`config.mk`:
```
export PLATFORM = sky130hd
export DESIGN_NAME = fetcher_icache
export DESIGN_NICKNAME = d
export VERILOG_FILES = /design/src/rtl/gpu_pkg.sv /design/src/rtl/icache_array.sv /design/src/rtl/fetcher_icache.sv
export SDC_FILE = /design/constraint.sdc
export NUM_CORES = 1
export LEC_CHECK = 0
export CAP_MARGIN = 20
export CELL_PAD_IN_SITES_DETAIL_PLACEMENT = 0
export CELL_PAD_IN_SITES_GLOBAL_PLACEMENT = 1
export CORE_MARGIN = 8
export CORE_UTILIZATION = 43
export CTS_CLUSTER_DIAMETER = 50
export CTS_CLUSTER_SIZE = 14
export DETAILED_ROUTE_END_ITERATION = 10
export PLACE_DENSITY_LB_ADDON = 0.12
export SLEW_MARGIN = 10
export SYNTH_ARGS = -nofsm -noshare
export SYNTH_HDL_FRONTEND = slang
export SYNTH_SLANG_ARGS = --single-unit
```
`constraint.sdc`:
```
create_clock -name clk -period 3.3 [get_ports clk]
set_clock_uncertainty 0.1 [all_clocks]
set_input_delay 0.99 -clock clk [delete_from_list [all_inputs] [get_ports clk]]
set_output_delay 0.99 -clock clk [all_outputs]
set_load 0.01 [all_outputs]
```
`src/rtl/gpu_pkg.sv`:
```
// Shared constants and types for the compute core fetch path.
package gpu_pkg;

  // Scheduler (core_state) encodings seen by the fetch stage
  localparam logic [3:0] CORE_IDLE   = 4'b0000;
  localparam logic [3:0] CORE_FETCH  = 4'b0001;
  localparam logic [3:0] CORE_DECODE = 4'b0010;

  // Default program memory geometry
  localparam int DEFAULT_ADDR_BITS = 8;
  localparam int DEFAULT_DATA_BITS = 16;

  // Fetcher FSM states
  typedef enum logic [1:0] {
    F_IDLE    = 2'd0,
    F_WAIT    = 2'd1,
    F_FETCHED = 2'd2
  } fetch_state_t;

endpackage

```
`src/rtl/icache_array.sv`:
```
// Direct-mapped, one-instruction-per-line storage: combinational lookup,
// synchronous fill, and a flush that clears every valid bit at once.
module icache_array
  import gpu_pkg::*;
#(
  parameter int ADDR_BITS = DEFAULT_ADDR_BITS,
  parameter int DATA_BITS = DEFAULT_DATA_BITS,
  parameter int LINES     = 4
) (
  input  logic                 clk,
  input  logic                 reset,
  input  logic [ADDR_BITS-1:0] lookup_addr,
  output logic                 hit,
  output logic [DATA_BITS-1:0] rd_data,
  input  logic                 wr_en,
  input  logic [ADDR_BITS-1:0] wr_addr,
  input  logic [DATA_BITS-1:0] wr_data,
  input  logic                 flush
);

  localparam int IDX_BITS = $clog2(LINES);
  localparam int TAG_BITS = ADDR_BITS - IDX_BITS;

  logic [LINES-1:0]     valid_q;
  logic [TAG_BITS-1:0]  tag_q  [LINES];
  logic [DATA_BITS-1:0] data_q [LINES];

  logic [IDX_BITS-1:0] rd_idx;
  logic [IDX_BITS-1:0] wr_idx;

  assign rd_idx  = lookup_addr[IDX_BITS-1:0];
  assign wr_idx  = wr_addr[IDX_BITS-1:0];
  assign hit     = valid_q[rd_idx] && (tag_q[rd_idx] == lookup_addr[ADDR_BITS-1:IDX_BITS]);
  assign rd_data = data_q[rd_idx];

  // Valid bits: flush takes priority over a fill landing on the same edge
  always_ff @(posedge clk or negedge reset) begin
    if (!reset) begin
      valid_q <= '0;
    end else if (flush) begin
      valid_q <= '0;
    end else if (wr_en) begin
      valid_q[wr_idx] <= 1'b1;
    end
  end

  // Tag and data payload; only meaningful when the matching valid bit is set
  always_ff @(posedge clk) begin
    if (wr_en) begin
      tag_q[wr_idx]  <= wr_addr[ADDR_BITS-1:IDX_BITS];
      data_q[wr_idx] <= wr_data;
    end
  end

endmodule

```
`src/rtl/fetcher_icache.sv`:
```
// Instruction fetch stage with a small direct-mapped instruction cache.
// Memory handshake: mem_read_valid/mem_read_address are raised by this block
// and held unchanged until a cycle with mem_read_ready=1; that cycle transfers
// mem_read_data and the request drops on the same edge. A raised request is
// never withdrawn except by reset. mem_read_ready is ignored while no request
// is outstanding.
module fetcher_icache
  import gpu_pkg::*;
#(
  parameter int PROGRAM_MEM_ADDR_BITS = DEFAULT_ADDR_BITS,
  parameter int PROGRAM_MEM_DATA_BITS = DEFAULT_DATA_BITS,
  parameter int CACHE_LINES           = 4
) (
  input  logic                             clk,
  input  logic                             reset,
  input  logic [3:0]                       core_state,
  input  logic [PROGRAM_MEM_ADDR_BITS-1:0] current_pc,
  input  logic                             flush,
  output logic                             mem_read_valid,
  output logic [PROGRAM_MEM_ADDR_BITS-1:0] mem_read_address,
  input  logic                             mem_read_ready,
  input  logic [PROGRAM_MEM_DATA_BITS-1:0] mem_read_data,
  output logic                             request_ready,
  output logic [PROGRAM_MEM_DATA_BITS-1:0] instruction,
  output fetch_state_t                     fetch_state
);

  fetch_state_t                     state_q;
  logic                             cache_hit;
  logic [PROGRAM_MEM_DATA_BITS-1:0] cache_data;
  logic                             fill_en;
  logic                             in_fetch;

  assign in_fetch    = (core_state == CORE_FETCH);
  // The fill always targets the held request address, never the live PC
  assign fill_en     = (state_q == F_WAIT) && mem_read_ready;
  assign fetch_state = state_q;

  icache_array #(
    .ADDR_BITS (PROGRAM_MEM_ADDR_BITS),
    .DATA_BITS (PROGRAM_MEM_DATA_BITS),
    .LINES     (CACHE_LINES)
  ) u_array (
    .clk         (clk),
    .reset       (reset),
    .lookup_addr (current_pc),
    .hit         (cache_hit),
    .rd_data     (cache_data),
    .wr_en       (fill_en),
    .wr_addr     (mem_read_address),
    .wr_data     (mem_read_data),
    .flush       (flush)
  );

  // Fetch FSM, memory request registers and registered instruction output
  always_ff @(posedge clk or negedge reset) begin
    if (!reset) begin
      state_q          <= F_IDLE;
      mem_read_valid   <= 1'b0;
      mem_read_address <= '0;
      request_ready    <= 1'b0;
      instruction      <= '0;
    end else begin
      case (state_q)
        F_IDLE: begin
          if (in_fetch) begin
            if (cache_hit) begin
              instruction   <= cache_data;
              request_ready <= 1'b1;
              state_q       <= F_FETCHED;
            end else begin
              mem_read_valid   <= 1'b1;
              mem_read_address <= current_pc;
              state_q          <= F_WAIT;
            end
          end
        end
        F_WAIT: begin
          if (mem_read_ready) begin
            instruction    <= mem_read_data;
            mem_read_valid <= 1'b0;
            // If the scheduler has left FETCH the data is kept but not announced
            if (in_fetch) begin
              request_ready <= 1'b1;
              state_q       <= F_FETCHED;
            end else begin
              state_q <= F_IDLE;
            end
          end
        end
        F_FETCHED: begin
          if (!in_fetch) begin
            request_ready <= 1'b0;
            state_q       <= F_IDLE;
          end
        end
        default: begin
          state_q <= F_IDLE;
        end
      endcase
    end
  end

endmodule

```
# After elaboration in Yosys (flattened, before gate mapping)
# Memory sizes are Yosys's and may differ from the RTL's.
# Cells that the tools add are included.
dict set report op_classes {
  order_cmp 3
  n_eq_ne 10
  muxes 28
  n_bitwise 2
  n_reduce_logical 12
}
# cell count
set ops {}
lappend ops {{two-way mux 16 bit} 3}
lappend ops {{case mux 16 bit (2 select lines)} 1}
lappend ops {{two-way mux 1 bit} 12}
lappend ops {{!= test 2 bit (second input constant)} 6}
lappend ops {{two-way mux 2 bit} 5}
lappend ops {{two-way mux 4 bit} 2}
lappend ops {{AND reduction 4 bit} 2}
lappend ops {{equality test 6 bit} 1}
lappend ops {{less-than comparator 2 x 3 -> 1 bit (second input constant)} 2}
lappend ops {{case mux 2 bit (3 select lines)} 1}
lappend ops {{AND reduction 3 bit} 2}
lappend ops {{AND reduction 6 bit} 1}
lappend ops {{equality test 4 x 1 -> 1 bit (second input constant)} 1}
lappend ops {{OR 4 bit} 1}
lappend ops {{nonzero test 2 bit} 2}
lappend ops {{logical AND 1 bit} 3}
lappend ops {{case mux 1 bit (3 select lines)} 1}
lappend ops {{nonzero test 3 bit} 1}
lappend ops {{binary-select mux 1 bit (select 2 bit)} 1}
lappend ops {{demux 1 bit (select 2 bit)} 1}
lappend ops {{equality test 2 x 1 -> 1 bit (second input constant)} 1}
lappend ops {{equality test 2 bit (second input constant)} 1}
lappend ops {{>= comparator 2 x 1 -> 1 bit (second input constant)} 1}
lappend ops {{zero test 2 bit} 1}
lappend ops {{2 further kinds} 2}
dict set report word_totals {
  regBits 32
  ramBits 88
  inputBits 32
  output_inout_bits 28
  wordCells 63
  n_memories 2
}
# memory words word_bits rd rd_clocked_by_memory_dff write_ports line
set memory_table {}
lappend memory_table {u_array.data_q 4 16 1 0 1 icache_array.sv:26} ;# logic [DATA_BITS-1:0] data_q [LINES];
lappend memory_table {u_array.tag_q 4 6 1 0 1 icache_array.sv:25} ;# logic [TAG_BITS-1:0] tag_q [LINES];

# Depth between registers and ports, before layout
dict set report logic_depth {
  ltp_word 7
  mapped_depth 10
  depth_no_buf 6
}

# Cells and area by module
# From an unflattened synthesis, not the netlist that was laid out.
dict set report unflattened {
  hier_cells 237
  hier_area_um2 4810.9
}
# module instances cells_per_inst area_per_inst_um2
set by_module_without_submodules {}
lappend by_module_without_submodules {icache_array 1 146 3454.6}
lappend by_module_without_submodules {fetcher_icache 1 91 1356.3}

# Least setup slack after synthesis
# No wires, ideal clock.
dict set report synth_timing {
  path_type {in2reg}
  start {input mem_read_ready}
  end {memory u_array.data_q[1][0] in the netlist's numbering, enable pin}
  setup_ns 0.436
  arrival_time_ns 3.089
  t_required_ns 2.764
  slack_ns -0.325
  stages 3
  path_buffers 0
  cell_sequence {inv_1 > or2_2 > nor3b_1}
}
dict set report synth_via {
  elab_chain_cells 3
}
# item line
set synth_lines {}
lappend synth_lines {{start, declared} fetcher_icache.sv:21} ;# input logic mem_read_ready,
lappend synth_lines {{logical AND 1 bit} fetcher_icache.sv:36} ;# assign fill_en = (state_q == F_WAIT) && mem_read_ready;
lappend synth_lines {{two-way mux 1 bit} icache_array.sv:49} ;# if (wr_en) begin
lappend synth_lines {{two-way mux 1 bit (implied by the code)} icache_array.sv:51} ;# data_q[wr_idx] <= wr_data;
lappend synth_lines {{end, declared} icache_array.sv:26}
# No other way between the ends.

# Final worst setup path
dict set report layout_timing {
  start {input current_pc[1]}
  end {register mem_read_address[7]}
}
dict set report layout_via {
  elab_chain_cells 5
}
# item line
set layout_lines {}
lappend layout_lines {{start, declared} fetcher_icache.sv:17} ;# input logic [PROGRAM_MEM_ADDR_BITS-1:0] current_pc,
lappend layout_lines {{memory (4 x 6 bit) or binary-select mux 1 bit (select 2 bit) (tied branches)} n/a}
lappend layout_lines {{equality test 6 bit or two-way mux 1 bit (tied branches)} icache_array.sv:33} ;# assign hit = valid_q[rd_idx] && (tag_q[rd_idx] == lookup_addr[ADDR_BITS-1:IDX_BITS]);
lappend layout_lines {{logical AND 1 bit (*)} icache_array.sv:33}
lappend layout_lines {{inverter 1 bit (no line) (*)} n/a}
lappend layout_lines {{AND reduction 3 bit (no line) (*)} n/a}
lappend layout_lines {{end signal, assigned} fetcher_icache.sv:73} ;# mem_read_address <= current_pc;
lappend layout_lines {{end, declared} fetcher_icache.sv:20} ;# output logic [PROGRAM_MEM_ADDR_BITS-1:0] mem_read_address,
# Every way passes the cells marked *; elsewhere a longest branch is shown, timed or not. The select of a mux whose other input is x is not followed.
# A chain may end at the register's enable or synchronous reset.

==> flow_metrics.env <==
export IMPL_run_status="complete, no violations"
export IMPL_std_cell_rows=39
export IMPL_timing_fmax_ghz=0.327
export IMPL_post_route_cells_drive_above_1_share_pct=34.5
export IMPL_core_area_um2=11200
export IMPL_cell_area_synth_um2=4860
export IMPL_cts_hold_buf=0
export IMPL_ant_nets=0
export IMPL_min_path_type="flop to flop"
export IMPL_routed_wire_length_per_instance_um=20.5
export IMPL_prevailing_post_synth_register_cell="edfxtp_1"
export IMPL_post_synth_most_frequent_cells="edfxtp_1, dfrtp_1, mux2_2, mux4_2, nor2_1"
export IMPL_die_width_um=122
export IMPL_min_period_over_period_pct=92.5
export IMPL_post_cts_resized=0
export IMPL_io_pin_count=60
export IMPL_cts_sinks=120
export IMPL_fin_hold_ws_ns=0.406
export IMPL_relSlewSlack_pct=47.1
export IMPL_avgSynthCellArea_um2=18.9
export IMPL_grt_pass1_vias=2938
export IMPL_crit_fanout=12
export IMPL_synthesis_yosys_warnings=0
export IMPL_arrival_time_reported_for_the_critical_path_endpoint_ns=3.23
export IMPL_dieArea_um2=15000
export IMPL_synth_edff_count=88
export IMPL_syn_to_final_growth_pct=32.4
export IMPL_post_cts_setup_buffer_count=0
export IMPL_critical_path_cell_chain="buf_2, buf_4, mux2i_1, xor2_1, nand3_1, a221o_1, buf_4, nand3b_1, buf_12, mux2_2"
export IMPL_pin_count_of_the_biggest_net_entering_global_routing=33
export IMPL_worst_path_most_repeated_cell="buf_4"
export IMPL_worst_path_required_ns=3.47
export IMPL_layout_min_cycle_time_ns=3.05
export IMPL_wl_mm=10.4
export IMPL_maxSlewViolCount=0
export IMPL_gp_congestion=0.757
export IMPL_synth_nets=289
export IMPL_top_cells_by_area_in_the_synthesized_netlist="edfxtp_1, dfrtp_1, mux4_2, mux2_2, mux2_4"
export IMPL_diodes=0
export IMPL_critPathKind="input port to flop"
export IMPL_initial_core_util_pct=43.3
export IMPL_first_iteration_detailed_routing_drc_count=119
export IMPL_syn_instance_count=257
export IMPL_synth_most_common_cell="edfxtp_1"
export IMPL_die_h_um=122
export IMPL_worst_pin_slew_ns=0.793
export IMPL_nNetsFinal=384
export IMPL_cts_root_buf="clkbuf_16"
export IMPL_post_route_drc_count=0
export IMPL_htree_levels=4
export IMPL_grt_pass1_wl_mm=16.6
export IMPL_clk_pin_slew_worst_paths_ns=0.06
export IMPL_grt_overflow_total=0
export IMPL_synth_cell_type_count=39
export IMPL_synth_seq_cells=120
export IMPL_place_hpwl_mm=6.64
export IMPL_synthDominantAreaCellType="edfxtp_1"
export IMPL_yosysTopAreaCellShare_pct=54.3
export IMPL_vdd_ir_drop_max_mv=0.468
export IMPL_max_cap_violations=0
export IMPL_slowest_stage="a221o_1"
export IMPL_drtPass1Iterations=4
export IMPL_pwr_per_cell_area_nw_per_um2=675
export IMPL_total_via_count_after_detailed_routing=2621
export IMPL_worst_skew_pair_late_latency_ns=0.40
export IMPL_critical_path_startpoint_type="input port"
export IMPL_total_power_mw=4.34
export IMPL_ys_seq_area_share_pct=70.8
export IMPL_tns_ns=0
export IMPL_antenna_found_initial=0
export IMPL_worst_setup_path_end_kind="flop"
export IMPL_rsz0062_at_grt="no"
export IMPL_drt_vias_per_instance=5.16
export IMPL_cts_buffer_depth=2
export IMPL_synth_async_reset_ratio_pct=26.7
export IMPL_hold_violations=0
export IMPL_setup_viol_count_final=0
export IMPL_tritoncts="done"
export IMPL_crit_path_max_incr_delay_ns=0.35
export IMPL_p_leak_nw=2.38
export IMPL_final_cell_count_no_fill=508
export IMPL_numCtsBuffers=17
export IMPL_buffer_ports_inserted=59
export IMPL_grt_use_total_pct=15.1
export IMPL_numPlacedInstances=476
[state kept, by name (all words and copies together), names as in the netlist]
name and cells:
u_array.valid_q 4, request_ready 1, mem_read_address 8, fetch_state 2, u_array.tag_q 24, mem_read_valid 1, instruction 16, u_array.data_q 64
[worst max-delay path, delay by kind of cell]
| family | cells | cell delay (ns) |
|---|---|---|
| compound gates | 1 | 0.35 |
| xor+xnor | 1 | 0.26 |
| buf+inv | 4 | 0.81 |
| mux | 2 | 0.54 |
| simple gates | 2 | 0.28 |
[cell usage in the layout (no fill, tap or decap), types with 3 or more instances in the layout]
cell / instances
buf_4: 25
mux4_2: 17
nand3_1: 3
dfrtp_1: 32
clkinv_4: 4
inv_1: 4
buf_2: 3
nand2b_1: 3
nor2_1: 11
clkbuf_16: 17
nand2_1: 5
xnor2_1: 4
mux2_2: 30
mux2i_1: 10
edfxtp_1: 88
mux2_4: 10
bufinv_16: 4
clkdlybuf4s50_1: 56
xor2_1: 4
nand3b_1: 3
[cell families after synthesis]
| group | synth area share, % |
|---|---|
| simple gates | 3.81 |
| compound gates | 2.21 |
| flops | 70.8 |
| buf+inv | 1.75 |
| mux | 20.0 |
| xor+xnor | 1.44 |
[metrics by stage]
| step | utilization [%] | setup WS [ns] | instance area (um2) |
|---|---|---|---|
| 2_1_floorplan | - | 0.00664 | 4870 |
| 3_3_place_gp | 51.7 | -0.156 | 5800 |
| 5_1_grt | 57.3 | 0.133 | 6440 |
| 3_5_place_dp | 51.7 | -0.163 | 5800 |
| 6_report | 57.3 | 0.246 | 6440 |
| 4_1_cts | 57.3 | 0.248 | 6440 |
[layer usage]
layer	up-vias	routed length [um]	track usage, %
met3	4	496	4.60
li1	1195	-	-
met2	59	5430	25.9
met4	0	49	4.57
met5	-	0	0
met1	1363	4450	17.9
[layout make-up]
class                           instances  area [um2]
Tap cell                              143         179
Inverter                                4        15.0
Clock buffer                           18         439
Multi-Input combinational cell        123        1360
Clock inverter                         14         198
Sequential cell                       120        3440
Fill cell                             902        4790
Timing Repair Buffer                   86         803
[path summary, 6_finish.rpt]
kind	start	endpoint	slack, ns	depth (start not counted)
setup / recovery	current_pc[1]	mem_read_address[7]	0.25	10
hold / removal	instruction[11]	instruction[11]	0.41	1
setup reg to reg	u_array.tag_q[3][0]	mem_read_address[7]	0.80	8
hold reg to reg	instruction[11]	instruction[11]	0.41	1
max in group asynchronous	reset	request_ready	2.01	1
min in group asynchronous	reset	mem_read_address[2]	0.57	1
[power breakdown]
part / switching, mW / internal, mW
combinational: 0.199 / 0.335
clock: 0.666 / 1.29
sequential: 0.0967 / 1.75
(Power assumes the default switching activity.)
